## src/rtl/shade_stream_packer.sv

```systemverilog
// Packs 24-bit shaded pixels four-at-a-time into three 32-bit AXI4-Stream video words,
// tracking raster position to mark start-of-frame (tuser), end-of-line (tlast) and frame completion.
module shade_stream_packer #(
  parameter int H_RES  = 640,
  parameter int V_RES  = 480,
  parameter int PIX_W  = 24,
  parameter int WORD_W = 32
) (
  input  logic              clk,
  input  logic              rst,
  input  logic [PIX_W-1:0]  s_pixel,
  input  logic              s_valid,
  output logic              s_ready,
  output logic [WORD_W-1:0] m_tdata,
  output logic              m_tvalid,
  input  logic              m_tready,
  output logic              m_tuser,
  output logic              m_tlast,
  output logic              frame_done
);

  localparam int XW = (H_RES > 1) ? $clog2(H_RES) : 1;
  localparam int YW = (V_RES > 1) ? $clog2(V_RES) : 1;
  localparam logic [XW-1:0] X_LAST = XW'(H_RES - 1);
  localparam logic [YW-1:0] Y_LAST = YW'(V_RES - 1);

  localparam logic [1:0] PH0 = 2'd0;
  localparam logic [1:0] PH1 = 2'd1;
  localparam logic [1:0] PH2 = 2'd2;
  localparam logic [1:0] PH3 = 2'd3;

  logic [1:0]        phase_q, phase_d;
  logic [PIX_W-1:0]  hold_q, hold_d;
  logic [XW-1:0]     x_q, x_d;
  logic [YW-1:0]     y_q, y_d;
  logic [WORD_W-1:0] tdata_q, tdata_d;
  logic              tvalid_q, tvalid_d;
  logic              tuser_q, tuser_d;
  logic              tlast_q, tlast_d;
  logic              eof_q, eof_d;
  logic              done_q, done_d;
  logic              accept_s;
  logic              xfer_s;
  logic [WORD_W-1:0] word_s;

  // Phase 0 only stores a pixel, so it may proceed even while the output word is stalled.
  assign s_ready  = (phase_q == PH0) | ~tvalid_q | m_tready;
  assign accept_s = s_valid & s_ready;
  assign xfer_s   = tvalid_q & m_tready;

  // Word assembly from the previously held pixel and the incoming one.
  always_comb begin
    word_s = {WORD_W{1'b0}};
    case (phase_q)
      PH1:     word_s = {s_pixel[7:0], hold_q[23:0]};
      PH2:     word_s = {s_pixel[15:0], hold_q[23:8]};
      PH3:     word_s = {s_pixel[23:0], hold_q[23:16]};
      default: word_s = {WORD_W{1'b0}};
    endcase
  end

  // Next-state for phase, raster position and the single output register.
  always_comb begin
    phase_d  = phase_q;
    hold_d   = hold_q;
    x_d      = x_q;
    y_d      = y_q;
    tdata_d  = tdata_q;
    tvalid_d = tvalid_q;
    tuser_d  = tuser_q;
    tlast_d  = tlast_q;
    eof_d    = eof_q;
    done_d   = xfer_s & eof_q;

    if (accept_s) begin
      hold_d  = s_pixel;
      phase_d = phase_q + 2'd1;
      if (x_q == X_LAST) begin
        x_d = {XW{1'b0}};
        y_d = (y_q == Y_LAST) ? {YW{1'b0}} : y_q + YW'(1);
      end else begin
        x_d = x_q + XW'(1);
      end
    end else begin
      hold_d = hold_q;
    end

    // A load always wins over a plain transfer; s_ready guarantees the old word is leaving.
    if (accept_s && (phase_q != PH0)) begin
      tdata_d  = word_s;
      tvalid_d = 1'b1;
      tuser_d  = (phase_q == PH1) && (x_q == XW'(1)) && (y_q == {YW{1'b0}});
      tlast_d  = (phase_q == PH3) && (x_q == X_LAST);
      eof_d    = (phase_q == PH3) && (x_q == X_LAST) && (y_q == Y_LAST);
    end else if (xfer_s) begin
      tvalid_d = 1'b0;
      eof_d    = 1'b0;
    end else begin
      tvalid_d = tvalid_q;
    end
  end

  // State registers with synchronous reset.
  always_ff @(posedge clk) begin
    if (rst) begin
      phase_q  <= PH0;
      hold_q   <= {PIX_W{1'b0}};
      x_q      <= {XW{1'b0}};
      y_q      <= {YW{1'b0}};
      tdata_q  <= {WORD_W{1'b0}};
      tvalid_q <= 1'b0;
      tuser_q  <= 1'b0;
      tlast_q  <= 1'b0;
      eof_q    <= 1'b0;
      done_q   <= 1'b0;
    end else begin
      phase_q  <= phase_d;
      hold_q   <= hold_d;
      x_q      <= x_d;
      y_q      <= y_d;
      tdata_q  <= tdata_d;
      tvalid_q <= tvalid_d;
      tuser_q  <= tuser_d;
      tlast_q  <= tlast_d;
      eof_q    <= eof_d;
      done_q   <= done_d;
    end
  end

  assign m_tdata    = tdata_q;
  assign m_tvalid   = tvalid_q;
  assign m_tuser    = tuser_q;
  assign m_tlast    = tlast_q;
  assign frame_done = done_q;

endmodule

```

## config.mk

```make
export PLATFORM = sky130hd
export DESIGN_NAME = shade_stream_packer
export DESIGN_NICKNAME = d
export VERILOG_FILES = /design/src/rtl/shade_stream_packer.sv
export SDC_FILE = /design/constraint.sdc
export NUM_CORES = 1
export LEC_CHECK = 0
export ABC_AREA = 1
export BUFFER_PORTS_ARGS = -buffer_cell sky130_fd_sc_hd__buf_2
export CAP_MARGIN = 20
export CORE_ASPECT_RATIO = 0.7
export CORE_UTILIZATION = 24
export CTS_BUF_LIST = sky130_fd_sc_hd__clkbuf_8
export DETAILED_ROUTE_END_ITERATION = 12
export PLACE_DENSITY = 0.44
export SLEW_MARGIN = 0
export SYNTH_ARGS = -nofsm -noshare
export SYNTH_HDL_FRONTEND = slang
export SYNTH_SLANG_ARGS = --single-unit
```

## constraint.sdc

```tcl
create_clock -name clk -period 2 [get_ports clk]
set_input_delay 0.4 -clock clk [delete_from_list [all_inputs] [get_ports clk]]
set_output_delay 0.4 -clock clk [all_outputs]
set_load 0.01 [all_outputs]
```

### After elaboration in Yosys (flattened, before gate mapping)

Index checks and enable logic that the tools add are counted.
W data, S select, Z words.

* muxes and demuxes: 6
* bitwise operators: 6
* shift-type cells: 0
* equality and inequality tests: 6
* reductions and logical operators: 10
* divide/modulo/power cells: 0
* magnitude comparators: 0
* multipliers: 0
* add/subtract/negate cells: 3

Operator list (count)
* $pmux W32 S3: 1
* $add A10 B1 Y10 const B: 1
* $eq A10 B1 Y1 const B: 1
* $eq A10 B10 Y1 const B: 1
* $mux W10: 1
* $add A9 B1 Y9 const B: 1
* $eq A9 B9 Y1 const B: 1
* $logic_not A9 Y1: 1
* $mux W9: 1
* $logic_and A1 B1 Y1: 5
* $eq A2 B2 Y1 const B: 2
* $reduce_bool A2 Y1: 2
* $and A1 B1 Y1: 3
* $mux W1: 3
* $add A2 B1 Y2 const B: 1
* $eq A2 B1 Y1 const B: 1
* $logic_not A2 Y1: 1
* $or A1 B1 Y1: 2
* $reduce_and A2 Y1: 1
* $not A1 Y1: 1

* latch bits: 0
* register bits after elaboration: 82
* memories kept: 0
* word-level logic and storage cells: 41
* bits in read-only memories: 0
* RAM bits: 0
* output and inout port bits: 37

### Longest topological paths before layout

Gate-level depths: netlist of run 1.

* depth in word-level cells: 6
* mapped depth: 11
* mapped depth without buffers: 11

### Worst setup path after synthesis of run 1

No wires, ideal clock.

* path kind: register to register
* start: register phase_q[0]
* end: register x_q[3]
* required time: 1885 ps
* slack: 371 ps
* cell stages (with the launch flop): 11
* arrival time: 1514 ps
* period minus slack after synthesis: 1629 ps
* path through: dfxtp_1 -> inv_1 -> ha_1 -> inv_1 -> nand3_2 -> nand2_4 -> inv_1 -> buf_4 -> nand2_1 -> xor2_1 -> nor2_1

* longest elaborated chain between the ends: 4

RTL lines
* start: declaration: RTL line 32 `logic [1:0] phase_q, phase_d;`
* start signal: assignment: RTL line 117 `phase_q <= phase_d;`
* $logic_not A2 Y1: RTL line 47 `assign s_ready = (phase_q == PH0) | ~tvalid_q | m_tready;`
* $or A1 B1 Y1 (2 in a row): RTL line 47
* named net s_ready: RTL line 13 `output logic s_ready,`
* $and A1 B1 Y1: RTL line 48 `assign accept_s = s_valid & s_ready;`
* end signal: assignment: RTL line 108 `x_q <= {XW{1'b0}};`
* end: declaration: RTL line 34 `logic [XW-1:0] x_q, x_d;`

The timed path passes the listed nets, and every way through them passes these cells.
A chain may end at the register's enable or synchronous reset.

### Worst setup path after layout of run 1

* start: register phase_q[0]
* end: output s_ready

* longest elaborated chain between the ends: 3

RTL lines (RTL line)
* $logic_not A2 Y1: 47
* $or A1 B1 Y1 (2 in a row): 47
* end: declaration: 13

Every way passes these cells.

==> impl_results.md, run 1 <==
* Run status: completed
* Dpl hpwl at 9316 µm
* Tot GR Track Use at 0.1531
* VDD IR max at 285.2 µV
* First-pass GRT wire length at 20340 µm
* CTS Sinks at 82
* CTS root buffer: clkbuf_8
* GPL Wtd Cong at 0.8135
* WHS at 300.8 ps
* Die width at 157.8 µm
* Max frequency at 0.5291 GHz
* Post-Syn Area per Cell at 6.590 µm²
* Rows at 39
* WP buf/inv at 3
* Top-count cell post-synth: nand2_1
* Max_slew headroom at 0.6908
* Cell taking the most area after synthesis: dfxtp_1
* Largest net degree at the start of global routing at 40
* Layout cell share with drive strength beyond 1 at 0.1605
* Top cells by area, synth: dfxtp_1 40%, nand2_1 17%, nand3_1 10%, nor2_1 7.2%, a21oi_1 5.2%
* Critical path required time at 1600 ps
* CTS tree: built
* Register bit count reported by yosys at 82
* Post-Syn Area at 0.004079 mm²
* DP Cell Count at 886
* Reg-to-Reg End: hold_q[4]
* Area of the core at 0.01644 mm²
* DP Area at 0.004658 mm²
* Final hold viol count at 0
* Hold path start: s_pixel[23]
* Yosys cell types at 26
* DRC at 0
* Worst path cell trace: inv_1, ha_1, inv_1, nand3_4, buf_2
* Initial drt markers at 355
* Max Slew Vio Count at 0
* Crit path to: s_ready
* FF-to-FF path depth at 9
* Async set-reset flop share out of synthesis at 0
* Post-synthesis cell count at 619
* Clock Path Buffers at 2
* Total CTS buffers at 9
* First-pass DRT Iterations at 5
* Hold buffers post-CTS at 0
* Skew-Pair Late Insertion Delay at 360 ps
* Post-route ant nets at 0
* Synth Flop Type: dfxtp_1
* RR Startpoint: phase_q[0]
* Worst-path clk slew at 100 ps
* WL per Instance at 14.19 µm
* Synth cell count leaders: 187 x nand2_1, 85 x nand3_1, 82 x dfxtp_1, 78 x nor2_1, 42 x a21oi_1
* Die area at 0.01753 mm²
* Final Skew at 14.90 ps
* WP depth at 5
* Fin crit period at 1890 ps
* CP max-delay cell: dfxtp_1
* CP endpoint kind: output port
* Leak at 2.125 nW
* Synth top area share at 0.4025
* Delay-heaviest family, CP: buffers and inverters
* Pwr dens at 715.8 mW/mm²
* Initial antenna violation count at 0
* CP most frequent cell: inv_1
* Synth warnings at 0
* Final instance area at 0.004891 mm²
* Crit-path max FO at 5
* Tcrit/Tclk final at 0.9451
* Syn_nets at 656
* Layout Nets at 711
* Post-synth EDFFs at 0
* Area grow syn2layout at 19.91%
* Overflow left after global routing at 0
* Worst slew pin tran at 463.8 ps
* Initial Util at 0.2480
* Setup CP Type: reg2out
* Ant diodes at 0
* Hold WC Path Type: in2reg
* Via count at 4066
* Hold path depth at 3
* Vias per cell at 4.498
* Setup violators final at 0
* IO Pins at 65
* Non-Filler Instances at 904
* Slowest stage delay, CP at 370 ps
* Die Y at 111.1 µm
* Crit path DAT at 1490 ps
* RSZ-0062 raised after global routing: false
* WL final at 12830 µm
* Crit path from: phase_q[0]
* Worst Setup Start Kind: flop
* Reg2reg setup slack at 180 ps
* IO buf count at 64
* Max cap viols at 0
* Vias in the first global route at 3677
* Final TNS setup at 0 ps
* Sequential-to-total area share from yosys stat at 0.4025
* H-Tree Level Count at 3
tightest hold or removal path: cells and delay by family:
| kind | cells | cell delay (ps) |
|---|---|---|
| buffers and inverters | 1 | 90 |
| AO/OA/AOI/OAI | 1 | 70 |
| AND/OR/NAND/NOR | 1 | 70 |
placed cells by master, fill, tap and decap left out, types with 3 or more instances in the layout:
master / Yosys / layout
buf_12: 0 / 3
o21ai_0: 34 / 34
a21oi_1: 42 / 42
clkinvlp_4: 0 / 3
buf_4: 2 / 12
nand4_1: 8 / 8
nand2_1: 187 / 187
inv_1: 41 / 41
nand3_1: 85 / 85
ha_1: 9 / 9
clkbuf_8: 0 / 10
nand2_2: 3 / 3
nor2_1: 78 / 78
dfxtp_1: 82 / 82
buf_2: 9 / 64
sequential cells by signal, indices dropped and copies added, names as in the netlist:
name,count
phase_q,2
frame_done,1
m_tdata,32
m_tuser,1
m_tvalid,1
y_q,9
x_q,10
m_tlast,1
hold_q,24
eof_q,1
worst min-delay path by stage:
| stage | endpoint | slack, ps |
|---|---|---|
| 6_report | hold_q[23] | 300 |
| 5_1_grt | hold_q[22] | 320 |
| 4_1_cts | hold_q[23] | 290 |
| 3_5_place_dp | frame_done | 440 |
| 3_3_place_gp | frame_done | 430 |
| 2_1_floorplan | frame_done | 420 |
through the flow:
stage	power (mW)	util	setup slack [ps]
2_1_floorplan	2.056	-	371.0
3_3_place_gp	2.255	0.2833	178.2
3_5_place_dp	2.254	0.2833	101.0
4_1_cts	3.546	0.2957	59.76
5_1_grt	3.681	0.2974	11.29
6_report	3.501	0.2974	109.8
power by group:
part,total (mW),switching (mW),internal (mW)
sequential,1.73,0.0448,1.69
combinational,0.492,0.336,0.156
clock,1.27,0.661,0.614
cells by family (layout without fill, tap and decap cells):
| kind of cell | count (synthesis) | in the layout | synth area share |
|---|---|---|---|
| flip-flops | 82 | 82 | 0.4025 |
| AND/OR/NAND/NOR | 371 | 371 | 0.3920 |
| buffers and inverters | 78 | 138 | 0.07822 |
| adder cells (fa/ha/maj) | 9 | 9 | 0.02761 |
| XOR/XNOR | 2 | 2 | 0.004295 |
| AO/OA/AOI/OAI | 77 | 77 | 0.09540 |
timing repair:
action / 4_1_cts / 5_1_grt
setup buffers: 0 / 2
setup endpoints to repair: 0 / 23
resized for setup: 0 / 4
layout make-up:
type                            count  area [µm²]
Clock inverter                      6       66.31
Fill cell                        1874       11550
Clock buffer                       10       137.6
Sequential cell                    82        1642
Timing Repair Buffer               79       470.5
Tap cell                          225       281.5
Multi-Input combinational cell    459        2126
Inverter                           43       167.7
routing by layer:
metal	GRT usage	vias to the layer above	part of all wire
li1	-	2094	-
met1	0.2610	1843	0.58
met2	0.1818	125	0.35
met3	0.03245	4	0.062
met4	0.03366	0	0.0047
met5	0	-	0
(Power assumes the default switching activity.)
==> inputs of run 2 (changes only) <==
==> constraint.sdc (replaced) <==
create_clock -name clk -period 2 [get_ports clk]
set_input_delay 0.2 -clock clk [delete_from_list [all_inputs] [get_ports clk]]
set_output_delay 0.2 -clock clk [all_outputs]
set_load 0.01 [all_outputs]
==> run 2 against run 1 <==
Net effect: flip-flop and latch count stayed put; combinational power about the same; fmax grew 3.4%; critical path type is now reg2reg; critical endpoint is now x_q[4]; largest power group unchanged; highest routed layer unchanged.
==> impl_results.md, run 2 (same netlist as run 1, synthesis figures left out) <==
* Fin crit period at 1828 ps (was 1890 ps)
* Critical path required time at 2230 ps (was 1600 ps)
* Pwr dens at 714.0 mW/mm² (was 715.8 mW/mm²)
* CTS Sinks at 82 (unchanged)
* Clock Path Buffers at 2 (unchanged)
* Max Slew Vio Count at 0 (unchanged)
* WL per Instance at 14.10 µm (was 14.19 µm)
* Crit-path max FO at 17 (was 5)
* Max cap viols at 0 (unchanged)
* Worst Setup Start Kind: flop (unchanged)
* Setup CP Type: reg2reg (was reg2out)
* Final instance area at 0.004895 mm² (was 0.004891 mm²)
* Post-route ant nets at 0 (unchanged)
* Hold WC Path Type: in2reg (unchanged)
* H-Tree Level Count at 3 (unchanged)
* Initial drt markers at 271 (was 355)
* Crit path DAT at 2060 ps (was 1490 ps)
* Fillers at 1840 (was 1874)
* Sequential share of power at 0.496 (about the same)
* Tcrit/Tclk final at 0.9141 (was 0.9451)
* Most frequent cells in the layout: 187 x nand2_1, 85 x nand3_1, 82 x dfxtp_1, 78 x nor2_1, 64 x buf_2 (unchanged)
* Initial antenna violation count at 0 (unchanged)
* Final hold viol count at 0 (unchanged)
* Max frequency at 0.5470 GHz (was 0.5291 GHz)
* IO buf count at 64 (unchanged)
* Worst slew pin tran at 451.4 ps (was 463.8 ps)
* Overflow left after global routing at 0 (unchanged)
* Via count at 4075 (was 4066)
* Internal power at 2.458 mW (was 2.460 mW)
* Largest net degree at the start of global routing at 40 (unchanged)
* Skew-Pair Late Insertion Delay at 370 ps (was 360 ps)
* Area of the core at 0.01644 mm² (unchanged)
* DRC at 0 (unchanged)
* Area grow syn2layout at 20.00% (was 19.91%)
* Rows at 39 (unchanged)
* Clock share of power at 0.364 (about the same)
* Dpl hpwl at 9201 µm (was 9316 µm)
* Vias in the first global route at 3585 (was 3677)
* CP endpoint kind: flop (was output port)
* Die Y at 111.1 µm (unchanged)
* CTS root buffer: clkbuf_8 (unchanged)
* Max reg flops at 32 (unchanged)
* GPL Wtd Cong at 0.8131 (was 0.8135)
* Layout Nets at 712 (was 711)
* CTS tree: built (unchanged)
* Gate power share at 0.140 (about the same)
* Layout cell share with drive strength beyond 1 at 0.1618 (was 0.1605)
* Final TNS setup at 0 ps (unchanged)
* Switch share at 0.2967 (was 0.2973)
* Tot GR Track Use at 0.1511 (was 0.1531)
* RSZ-0062 raised after global routing: false (unchanged)
* DP Area at 0.004646 mm² (was 0.004658 mm²)
* Final Skew at 13.34 ps (was 14.90 ps)
* Leak at 2.130 nW (was 2.125 nW)
* Setup violators final at 0 (unchanged)
* Total CTS buffers at 9 (unchanged)
* Ant diodes at 0 (unchanged)
* Initial Util at 0.2480 (unchanged)
* Die width at 157.8 µm (unchanged)
* Run status: completed (unchanged)
* Max_slew headroom at 0.6990 (was 0.6908)
* First-pass GRT wire length at 20090 µm (was 20340 µm)
* IO Pins at 65 (unchanged)
* Die area at 0.01753 mm² (unchanged)
* Total Power at 3.495 mW (was 3.501 mW)
* NetSw at 1.037 mW (was 1.041 mW)
* Vias per cell at 4.503 (was 4.498)
* VDD IR max at 308.4 µV (was 285.2 µV)
* First-pass DRT Iterations at 6 (was 5)
* Worst-path clk slew at 90 ps (was 100 ps)
* Commonest non-fill, non-tap cell in the layout: nand2_1 (unchanged)
* WL final at 12760 µm (was 12830 µm)
run 2: cell types whose count changed in the layout (fill, tap and decap cells not counted):
| cell | change |
|---|---|
| nand2_8 | +1 |
| clkinvlp_4 | -1 |
| inv_6 | -1 |
| clkinv_4 | +2 |
| buf_4 | +1 |
| nand2_2 | +1 |
| nand2_4 | -1 |
| buf_12 | -1 |
run 2: path summary, 6_finish.rpt:
| check | start | slack (ps) | to | depth (start not counted) |
|---|---|---|---|---|
| max reg2reg | phase_q[0] | 170 | x_q[4] | 9 |
| max | phase_q[0] | 170 | x_q[4] | 9 |
| min reg2reg | eof_q | 440 | frame_done | 2 |
| min | s_pixel[20] | 100 | hold_q[20] | 3 |
run 2: per-stage QoR:
| step | utilization | instances | setup WS [ps] | hold slack [ps] |
|---|---|---|---|---|
| 3_5_place_dp | 0.2825 | 886 | 64.98 | 436.9 |
| 4_1_cts | 0.2950 | 902 | 47.74 | 90.40 |
| 3_3_place_gp | 0.2825 | 886 | 184.1 | 428.1 |
| 5_1_grt | 0.2976 | 905 | 11.68 | 93.64 |
| 2_1_floorplan | - | 619 | 371.0 | 349.0 |
| 6_report | 0.2976 | 905 | 171.9 | 101.4 |
run 2: power groups by stage:
stage	registers, mW	clock network (mW)	logic [mW]
finish	1.73	1.27	0.489
global placement	1.77	0	0.480
detailed placement	1.77	0	0.481
floorplan	1.77	0	0.288
CTS	1.73	1.33	0.482
global route	1.74	1.39	0.549
run 2: worst max-delay path: stages, from the launching register on:
cell	delay [ps]
dfxtp_1	370
inv_1	110
ha_1	200
inv_1	150
nand3_4	180
nand2_8	160
clkinvlp_4	190
buf_12	210
nand3_1	70
a21oi_1	60
run 2: routing by layer:
layer  wire, µm  track usage
met5          0            0
met4         44      0.02718
met2       4432       0.1759
met3        635      0.03948
met1       7652       0.2581
run 2: timing repair:
item	in CTS	in global routing
resized for setup	0	5
buffers inserted	0	2
endpoints found under the setup margin	0	34
hold buffers	0	0
run 2: area by class of cell:
class	instances	area, µm²	share of cell area
clock buffers	10	137.6	0.02812
repair buffers	79	457.9	0.09356
clock inverters	6	67.56	0.01380
inverters	43	167.7	0.03425
multi-input cells	460	2141	0.4374
well taps	225	281.5	0.05752
flip-flops and latches	82	1642	0.3354
==> inputs of run 3 (changes only) <==
Settings changed: PLACE_DENSITY 0.44 to not set.
==> run 3 against run 2 <==
Net effect: utilization is 0.35 points lower; first-iteration DRC count is 18% higher; sequential power hardly changed; via count is 0.61% lower; total power is 1.8% lower; global-route usage is 1.3 points lower; largest power group unchanged; sequential share of layout area is 0.40 points higher; register-to-register slack hardly changed; critical path type unchanged; critical endpoint unchanged; critical path depth stayed put; highest routed layer unchanged; design area is 1.2% lower; routed wire length is 7.9% lower; hold slack better by 3.2 ps.
==> impl_results.md, run 3 (same netlist as run 1, synthesis figures left out) <==
* Run status: completed (unchanged)
* Initial Util at 0.2480 (unchanged)
* Critical path required time at 2240 ps (was 2230 ps)
* Via count at 4050 (was 4075)
* Overflow left after global routing at 0 (unchanged)
* Max_slew headroom at 0.6946 (was 0.6990)
* CTS root buffer: clkbuf_8 (unchanged)
* DP Cell Count at 886 (unchanged)
* Die Y at 111.1 µm (unchanged)
* Tot GR Track Use at 0.1382 (was 0.1511)
* Layout cell share with drive strength beyond 1 at 0.1581 (was 0.1618)
* Setup violators final at 0 (unchanged)
* Vias in the first global route at 3520 (was 3585)
* Post-route ant nets at 0 (unchanged)
* WL per Instance at 13.03 µm (was 14.10 µm)
* Initial drt markers at 319 (was 271)
* H-Tree Level Count at 3 (unchanged)
* Hold WC Path Type: in2reg (unchanged)
* Total CTS buffers at 9 (unchanged)
* Rows at 39 (unchanged)
* DRC at 0 (unchanged)
* Postcts setup bufs at 0 (unchanged)
* Final hold viol count at 0 (unchanged)
* Worst-path clk slew at 90 ps (about the same)
* Final Skew at 6.759 ps (was 13.34 ps)
* First-pass DRT Iterations at 4 (was 6)
* Dpl hpwl at 8260 µm (was 9201 µm)
* Max reg flops at 32 (unchanged)
* Pwr dens at 709.3 mW/mm² (was 714.0 mW/mm²)
* CP endpoint kind: flop (unchanged)
* Largest net degree at the start of global routing at 40 (unchanged)
* Fin crit period at 1828 ps (about the same)
* CTS Sinks at 82 (unchanged)
* Initial antenna violation count at 0 (unchanged)
* Worst slew pin tran at 458.1 ps (was 451.4 ps)
* Die area at 0.01753 mm² (unchanged)
* Vias per cell at 4.490 (was 4.503)
* IO buf count at 64 (unchanged)
* Area of the core at 0.01644 mm² (unchanged)
* Skew-Pair Late Insertion Delay at 370 ps (about the same)
* Die width at 157.8 µm (unchanged)
* IO Pins at 65 (unchanged)
* WL final at 11760 µm (was 12760 µm)
* First-pass GRT wire length at 18850 µm (was 20090 µm)
* Worst Setup Start Kind: flop (unchanged)
* Final TNS setup at 0 ps (unchanged)
* Setup CP Type: reg2reg (unchanged)
* Clock Path Buffers at 2 (unchanged)
* Max cap viols at 0 (unchanged)
* Layout Nets at 709 (was 712)
* Non-Filler Instances at 902 (was 905)
* Tcrit/Tclk final at 0.9140 (was 0.9141)
* VDD IR max at 272.6 µV (was 308.4 µV)
* Most frequent cells in the layout: 187 x nand2_1, 85 x nand3_1, 82 x dfxtp_1, 78 x nor2_1, 64 x buf_2 (unchanged)
* GPL Wtd Cong at 0.7731 (was 0.8131)
* Ant diodes at 0 (unchanged)
* Area grow syn2layout at 18.59% (was 20.00%)
* Max frequency at 0.5471 GHz (was 0.5470 GHz)
* Max Slew Vio Count at 0 (unchanged)
* Leak at 2.101 nW (was 2.130 nW)
* Crit-path max FO at 26 (was 17)
* Commonest non-fill, non-tap cell in the layout: nand2_1 (unchanged)
* Crit path DAT at 2070 ps (was 2060 ps)
* CTS tree: built (unchanged)
[run 3: cell types whose count changed in the layout (fill, tap and decap cells not counted), sizes merged]
| cell | before | now |
|---|---|---|
| buf | 79 | 77 |
| inv | 43 | 44 |
| clkbuf | 10 | 9 |
| clkinvlp | 2 | 4 |
| nand2 | 192 | 191 |
| clkinv | 3 | 1 |
[run 3: cell type report]
class | instances | area, µm²
fillers | 1828 | 11610
multi-input cells | 459 | 2118
flip-flops and latches | 82 | 1642
repair buffers | 77 | 430.4
well taps | 225 | 281.5
inverters | 43 | 163.9
clock buffers | 9 | 123.9
clock inverters | 7 | 77.57
[run 3: worst max-delay path: stages (launching register included)]
cell	delay, ps
dfxtp_1	380
inv_1	120
ha_1	210
inv_1	130
nand3_2	160
nand2_4	180
inv_1	110
buf_4	240
nand3_1	110
a21oi_1	60
[run 3: path summary, 6_finish.rpt]
path / from / end / slack [ps] / depth (start not counted)
worst max-delay path: phase_q[0] / x_q[4] / 170 / 9
worst min-delay path: s_pixel[22] / hold_q[22] / 100 / 3
worst max register to register: phase_q[0] / x_q[4] / 170 / 9
worst min register to register: eof_q / frame_done / 460 / 2
[run 3: report_power, final]
group | internal (mW) | total (mW) | switching, mW
Clock | 0.582 | 1.24 | 0.656
Sequential | 1.69 | 1.73 | 0.0449
Combinational | 0.145 | 0.458 | 0.313
[run 3: what timing repair did]
item | CTS | global route
hold buffers | 0 | 0
resized for setup | 0 | 2
endpoints found under the hold margin | 0 | 0
endpoints found under the setup margin | 0 | 13
[run 3: per-layer routing]
layer | vias to the layer above | track usage | part of all wire
li1 | 2092 | - | -
met1 | 1828 | 0.2172 | 0.53
met2 | 120 | 0.1789 | 0.39
met3 | 10 | 0.03557 | 0.068
met4 | 0 | 0.03689 | 0.011
met5 | - | 0 | 0
[run 3: through the flow]
stage	setup slack [ps]	utilization	hold slack, ps	power (mW)	area [µm²]
global route	-0.8247	0.2941	103.4	3.606	4837
detailed placement	158.1	0.2817	429.2	2.228	4633
floorplan	371.0	-	349.0	2.056	4079
global placement	242.5	0.2817	437.0	2.228	4633
finish	172.1	0.2941	104.5	3.431	4837
CTS	123.4	0.2940	91.45	3.466	4835
